File: src/rtl/usb_tx_packet_builder_pkg.sv
// Shared constants and state type for the USB TX packet builder and CRC16 helpers.
package usb_tx_pkg;
    localparam logic [3:0] PID_ACK   = 4'b0010;
    localparam logic [3:0] PID_NAK   = 4'b1010;
    localparam logic [3:0] PID_STALL = 4'b1110;
    localparam logic [3:0] PID_DATA0 = 4'b0011;
    localparam logic [3:0] PID_DATA1 = 4'b1011;

    localparam logic [7:0]  SYNC_BYTE       = 8'h80;
    localparam logic [15:0] CRC16_INIT      = 16'hFFFF;
    localparam logic [15:0] CRC16_POLY_REFL = 16'hA001;

    typedef enum logic [2:0] {
        S_IDLE,
        S_HDR,
        S_DATA,
        S_CRC,
        S_DONE
    } tx_build_state_t;
endpackage

File: src/rtl/usb_crc16_byte.sv
// One-byte step of the reflected USB CRC16; pure combinational, reused by the RX checker.
module usb_crc16_byte
    import usb_tx_pkg::*;
(
    input  logic [15:0] crc_in,
    input  logic [7:0]  data,
    output logic [15:0] crc_out
);
    always_comb begin
        crc_out = crc_in;
        // Bits enter LSB first, matching wire order.
        for (int i = 0; i < 8; i++) begin
            if (crc_out[0] ^ data[i])
                crc_out = (crc_out >> 1) ^ CRC16_POLY_REFL;
            else
                crc_out = crc_out >> 1;
        end
    end
endmodule

File: src/rtl/usb_tx_packet_builder.sv
// Builds SYNC+PID(+payload+CRC16) into a parallel vector for the NRZI/bit-stuff serializer.
module usb_tx_packet_builder
    import usb_tx_pkg::*;
#(
    parameter int MAX_DATA_BYTES = 64,
    parameter int OCC_W          = $clog2(MAX_DATA_BYTES + 1),
    parameter int PKT_W          = 8 * (MAX_DATA_BYTES + 4),
    parameter int LEN_W          = $clog2(PKT_W + 1)
) (
    input  logic             clk,
    input  logic             rst,
    input  logic             start,
    input  logic [3:0]       pid,
    input  logic [OCC_W-1:0] occupancy,
    input  logic [7:0]       buf_rdata,
    output logic             buf_get,
    output logic             busy,
    output logic             pkt_ready,
    output logic             pkt_err,
    output logic [PKT_W-1:0] pkt_bits,
    output logic [LEN_W-1:0] pkt_len_bits
);
    localparam int SEL_W = $clog2(PKT_W);
    localparam logic [OCC_W-1:0] MAX_N = OCC_W'(MAX_DATA_BYTES);

    tx_build_state_t  state;
    logic [3:0]       pid_q;
    logic [OCC_W-1:0] n_q, get_cnt, cap_cnt;
    logic             is_data, got_d;
    logic [15:0]      crc, crc_nxt;
    logic [SEL_W-1:0] cap_lsb, crc_lsb;
    logic             pid_hs, pid_dat;

    assign pid_hs  = (pid == PID_ACK) || (pid == PID_NAK) || (pid == PID_STALL);
    assign pid_dat = (pid == PID_DATA0) || (pid == PID_DATA1);
    assign busy    = (state != S_IDLE);

    // Payload byte i lands at byte 2+i; CRC follows the last payload byte.
    assign cap_lsb = SEL_W'({cap_cnt, 3'b000}) + SEL_W'(16);
    assign crc_lsb = SEL_W'({n_q, 3'b000}) + SEL_W'(16);

    usb_crc16_byte u_crc (
        .crc_in  (crc),
        .data    (buf_rdata),
        .crc_out (crc_nxt)
    );

    always_ff @(posedge clk or posedge rst) begin
        if (rst) begin
            state        <= S_IDLE;
            pid_q        <= '0;
            n_q          <= '0;
            get_cnt      <= '0;
            cap_cnt      <= '0;
            is_data      <= 1'b0;
            got_d        <= 1'b0;
            crc          <= CRC16_INIT;
            buf_get      <= 1'b0;
            pkt_ready    <= 1'b0;
            pkt_err      <= 1'b0;
            pkt_bits     <= '0;
            pkt_len_bits <= '0;
        end else begin
            pkt_ready <= 1'b0;
            pkt_err   <= 1'b0;
            got_d     <= buf_get;
            case (state)
                S_IDLE: if (start) begin
                    pid_q   <= pid;
                    n_q     <= occupancy;
                    is_data <= pid_dat;
                    if (pid_hs || (pid_dat && occupancy <= MAX_N))
                        state <= S_HDR;
                    else
                        pkt_err <= 1'b1;
                end
                S_HDR: begin
                    pkt_bits     <= PKT_W'({~pid_q, pid_q, SYNC_BYTE});
                    pkt_len_bits <= is_data ? '0 : LEN_W'(16);
                    crc          <= CRC16_INIT;
                    get_cnt      <= '0;
                    cap_cnt      <= '0;
                    if (!is_data) begin
                        state     <= S_DONE;
                        pkt_ready <= 1'b1;
                    end else if (n_q == '0) begin
                        state <= S_CRC;
                    end else begin
                        state   <= S_DATA;
                        buf_get <= 1'b1;
                    end
                end
                S_DATA: begin
                    // Pops run one cycle ahead of captures; stop issuing at N.
                    if (buf_get) begin
                        get_cnt <= get_cnt + 1'b1;
                        buf_get <= (get_cnt + 1'b1) < n_q;
                    end
                    if (got_d) begin
                        pkt_bits[cap_lsb +: 8] <= buf_rdata;
                        crc                    <= crc_nxt;
                        cap_cnt                <= cap_cnt + 1'b1;
                        if ((cap_cnt + 1'b1) == n_q)
                            state <= S_CRC;
                    end
                end
                S_CRC: begin
                    pkt_bits[crc_lsb +: 16] <= ~crc;
                    pkt_len_bits            <= LEN_W'({n_q, 3'b000}) + LEN_W'(32);
                    state                   <= S_DONE;
                    pkt_ready               <= 1'b1;
                end
                S_DONE:  state <= S_IDLE;
                default: state <= S_IDLE;
            endcase
        end
    end
endmodule

File: config.mk
export PLATFORM = sky130hd
export DESIGN_NAME = usb_tx_packet_builder
export DESIGN_NICKNAME = d
export VERILOG_FILES = /design/src/rtl/usb_tx_packet_builder_pkg.sv /design/src/rtl/usb_crc16_byte.sv /design/src/rtl/usb_tx_packet_builder.sv
export SDC_FILE = /design/constraint.sdc
export NUM_CORES = 2
export LEC_CHECK = 0
export BUFFER_PORTS_ARGS = -buffer_cell sky130_fd_sc_hd__clkbuf_2
export CAP_MARGIN = 15
export CORE_MARGIN = 3
export CORE_UTILIZATION = 35
export DETAILED_ROUTE_END_ITERATION = 8
export GPL_ROUTABILITY_DRIVEN = 0
export PLACE_DENSITY_LB_ADDON = 0.15
export SETUP_SLACK_MARGIN = 0.3
export SLEW_MARGIN = 20
export SYNTH_ARGS = -nofsm -noshare
export SYNTH_HDL_FRONTEND = slang
export SYNTH_SLANG_ARGS = --single-unit
File: constraint.sdc
create_clock -name clk -period 22.4 [get_ports clk]
set_input_delay 4.48 -clock clk [delete_from_list [all_inputs] [get_ports clk]]
set_output_delay 4.48 -clock clk [all_outputs]
set_load 0.01 [all_outputs]
**Word level (Yosys, flattened, before mapping)**

Cells that the tools add are included.

- Input port bits: 22
- Output and inout port bits: 558
- Register bits after elaboration: 603

- Bitwise gates (word level): 18
- Mux-type cells: 36
- Reductions and logical operators: 17
- Shift operators: 4
- Add/sub/neg operators: 7
- Eq/ne operators: 16
- Order comparisons: 2

Operators with widths:

| cell | count |
|---|---|
| $pmux W544 S3 | 1 |
| $bwmux W544 | 2 |
| $mux W544 | 1 |
| $shift A16 B12 Y544 const A | 1 |
| $shift A8 B12 Y544 const A | 1 |
| $shiftx A16 B12 Y544 | 1 |
| $shiftx A8 B12 Y544 | 1 |
| $mux W16 | 9 |
| $pmux W16 S2 | 1 |
| $pmux W7 S2 | 2 |
| $neg A10 Y12 | 2 |
| $not A2 Y3 | 8 |
| $add A10 B5 Y10 const B | 2 |
| $pmux W10 S2 | 1 |
| $not A16 Y16 | 1 |
| $mux W3 | 5 |
| $add A7 B1 Y7 const B | 2 |
| $mux W7 | 2 |
| $ne A2 B2 Y1 const B | 7 |
| $eq A4 B4 Y1 const B | 3 |
| $pmux W3 S4 | 1 |
| $add A10 B6 Y10 const B | 1 |
| $eq A4 B2 Y1 const B | 2 |
| $mux W1 | 8 |
| other kinds (18) | 35 |

**Logic depth before layout (Yosys ltp)**

- Depth after elaboration: 18
- Depth in mapped cells: 13
- Depth with buffers taken out: 9

**By module**

From an unflattened synthesis, not the netlist that was laid out.

- Cell total of the unflattened synthesis: 3346
- Area, all modules: 31691.6 µm²

Modules (own cells, without submodules):

| module | area each (µm²) | cells an instance | instances |
|---|---|---|---|
| usb_tx_packet_builder | 31440.2 | 3320 | 1 |
| usb_crc16_byte | 251.5 | 26 | 1 |

**Least setup slack after synthesis**

Ideal clock, no wire load.

- Path kind: input to register
- From: input port buf_rdata[3]
- To: register crc[0]
- Buffers on the path: 1
- Library setup time: 0.093 ns
- Data arrival time: 5.752 ns
- Cell stages on the path: 8
- Slack: 16.555 ns
- Required time: 22.307 ns
- Path through: clkbuf_1 > xnor2_1 > xnor2_1 > xnor2_1 > xnor2_1 > xnor2_1 > xor2_1 > a21oi_1

- Longest elaborated chain between the ends: 12

RTL lines:

| item | line | source |
|---|---|---|
| start: declaration | usb_tx_packet_builder.sv:15 | `input logic [7:0] buf_rdata,` |
| $xor A1 B1 Y1 | usb_crc16_byte.sv:13 | `if (crc_out[0] ^ data[i])` |
| $mux W16 | usb_crc16_byte.sv:13 |  |
| $xor A1 B1 Y1 | usb_crc16_byte.sv:13 |  |
| $mux W16 | usb_crc16_byte.sv:13 |  |
| $xor A1 B1 Y1 | usb_crc16_byte.sv:13 |  |
| $mux W16 | usb_crc16_byte.sv:13 |  |
| $xor A1 B1 Y1 | usb_crc16_byte.sv:13 |  |
| $mux W16 | usb_crc16_byte.sv:13 |  |
| $xor A1 B1 Y1 | usb_crc16_byte.sv:13 |  |
| $mux W16 | usb_crc16_byte.sv:13 |  |
| $mux W16 | usb_tx_packet_builder.sv:99 | `if (got_d) begin` |
| $pmux W16 S2 | usb_tx_packet_builder.sv:67 | `case (state)` |
| end signal: assignment | usb_tx_packet_builder.sv:101 | `crc <= crc_nxt;` |
| end: declaration | usb_tx_packet_builder.sv:30 | `logic [15:0] crc, crc_nxt;` |

Every way passes these cells. The select of a mux whose other input is x is not followed.
A chain may end at the register's enable or synchronous reset.

==> results.yml <==
final_layout:
  final_cell_area_um2: 38300
  stdcell_count: 4960
  drive_above_1_share: 0.232
  nets: 3777
  postLayoutCoreUtil: 0.431
  synthToLayoutAreaGrowth_pct: 21.1
synthesis:
  async_flop_share: 1.00
  ys_seq_elements: 600
  yosysSeqAreaShare: 0.476
  synth_flop_cell: "dfrtp_1"
  synth_edf_count: 0
  yosysTopAreaCellShare: 0.462
  synth.most_common_cell: "dfrtp_1"
  synth.distinct_cells: 96
  synth_commonest_cells: "584 x dfrtp_1, 539 x nor2_1, 460 x a221o_1"
  syn_area_per_cell_um2: 9.78
  synth_area_leaders: "dfrtp_1 46%, a221o_1 15%, nor2_1 6.4%, nand2_1 2.9%, clkbuf_1 2.0%"
  synth_top_area_cell: "dfrtp_1"
  syn-instance-count: 3232
  yosys_warnings: 0
  synth_area_um2: 31600
timing:
  period_minus_slack_ns: 6.96
  worst_pin_slew_ns: 1.22
  hold_violations: 0
  hold_slack_ns: 0.479
  fmax_ghz: 0.144
  rsz0062_at_grt: "false"
  maxSlewHeadroom: 0.187
  fin_tns_setup_ns: 0
  setup_viol: 0
  maxSlewViolCount: 0
  clock_skew_ns: 0.0236
  finalCritPeriodShare: 0.311
  worst_slack_ns: 15.44
critical_path:
  critPathMaxStageDelay_ns: 0.82
  cpMostUsedCell: "buf_4"
  end_kind: "async pin"
  timing.critical_path.from_type: "primary input"
  crit_arrival_ns: 7.58
  crit_slowest_cell: "buf_4"
  crit_type: "in -> async"
  worstPathCellList: "clkbuf_2, inv_8, buf_4, buf_4, buf_4"
  cp_top_family: "buffers and inverters"
  crit_buf_inv: 5
  cp_max_fo: 103
  cp.required_ns: 23.03
floorplanning:
  die_x_um: 307
  die_area_um2: 93900
  die_y_um: 307
  pin_count: 580
  rows: 109
  core_um2: 88900
  start_util: 0.355
clock_tree:
  cts_max_level: 3
  cts_resized: 0
  clkTransAtPathRegs_ns: 0.06
  post_cts_buffers: 0
  numCtsBuffers: 72
  clk-insertion-delay-late_ns: 0.65
  clockRootBuffer: "clkbuf_16"
  cts_buffer_depth: 3
  clock_sinks: 600
  cts_tree: "done"
  ctsHoldBuffers: 0
route:
  wl_um: 162000
  drc: 0
  ant_nets: 0
  drt_pass1_iterations: 6
  drtIter0Drc: 3819
  vias_per_cell: 6.36
  wire_per_inst_um: 32.8
  num_vias: 31600
placement:
  pre_cts_slack_ns: 14.64
  placed_cell_area_um2: 35800
  port_buffers: 576
  dpl.hpwl_um: 116000
  placed_cells: 4825
power_and_ir_drop:
  power.density_nw_per_um2: 109
  ir_drop_mv: 0.0696
  power_mw: 4.16
  p_leak_nw: 17.0
run_status:
  status: "finished, final reports clean"
grt:
  grtUsageTotal: 0.334
  grt_pass1_wl_um: 229000
  grt_overflow_total: 0
  antenna_found_initial: 1
  grt_pass1_vias: 30200
  grt_max_degree: 140
job:
  drv_cap: 0
hold_path:
  hp-class: "reg -> reg"
[worst register-to-register path: stages, from the launching register on]
cell	delay, ns
dfrtp_1	0.85
ha_1	0.58
nand4_2	0.27
xnor2_2	0.21
buf_4	0.29
or4_1	0.78
o22ai_4	0.42
buf_4	0.36
nand3_2	0.31
o2bb2ai_1	0.46
a221o_1	0.49
[layout by cell type (no fill, tap or decap), drive strengths merged, types with 39 or more instances in the layout]
| cell | count |
|---|---|
| nor4 | 39 |
| nand3 | 92 |
| nor3 | 95 |
| clkbuf | 683 |
| o22ai | 51 |
| o21ai | 114 |
| a221o | 460 |
| mux2i | 40 |
| a21oi | 75 |
| nor2 | 541 |
| inv | 58 |
| nand2 | 246 |
| dfrtp | 584 |
| xnor2 | 51 |
| buf | 82 |
| and2 | 83 |
[sequential cells by signal (all words and copies together), names as in the netlist]
register / flops
get_cnt: 7
buf_get: 1
pkt_len_bits: 7
cap_cnt: 7
pkt_err: 1
got_d: 1
n_q: 7
crc: 16
pid_q: 4
state: 3
pkt_bits: 544
is_data: 1
pkt_ready: 1
[logic make-up after synthesis]
| group | synth area share |
|---|---|
| other | 0.000119 |
| buffers and inverters | 0.0361 |
| DFF | 0.476 |
| AOI/OAI and AO/OA | 0.265 |
| muxes | 0.0201 |
| and+or+nand+nor | 0.175 |
| xor gates and xnor gates | 0.0199 |
| adders and majority gates | 0.00831 |
[report_power, final]
group          switching (mW)  internal (mW)
sequential             0.0947           1.14
clock                   0.518          0.729
combinational            1.34          0.344
total                    1.95           2.21
[layer usage]
layer	global-route usage	up-vias	wire [um]	share of wire
li1	-	13400	-	-
met1	0.451	15900	67100	0.41
met2	0.513	1843	72400	0.45
met3	0.0707	375	14400	0.089
met4	0.156	0	8570	0.053
met5	0	-	0	0
[area by class of cell]
cell class,count,area (um^2)
Timing Repair Buffer,658,3510
Tap cell,1165,1460
Fill cell,8841,50600
Inverter,55,214
Clock inverter,24,390
Sequential cell,600,15000
Multi-Input combinational cell,2347,15600
Antenna cell,4,10.0
Clock buffer,107,2100
[worst paths after layout]
| check | end | slack [ns] | from | cells after the start |
|---|---|---|---|---|
| setup reg to reg | pkt_bits[417] | 17.27 | n_q[3] | 10 |
| hold reg to reg | pkt_bits[426] | 0.48 | pkt_bits[426] | 1 |
| max in group clk | busy | 16.10 | state[2] | 2 |
| hold / removal | pkt_bits[426] | 0.48 | pkt_bits[426] | 1 |
| setup / recovery | pkt_bits[534] | 15.44 | rst | 5 |
| min in group asynchronous | pkt_bits[509] | 3.93 | rst | 2 |
No activity file was read; power rests on OpenSTA's default activity.
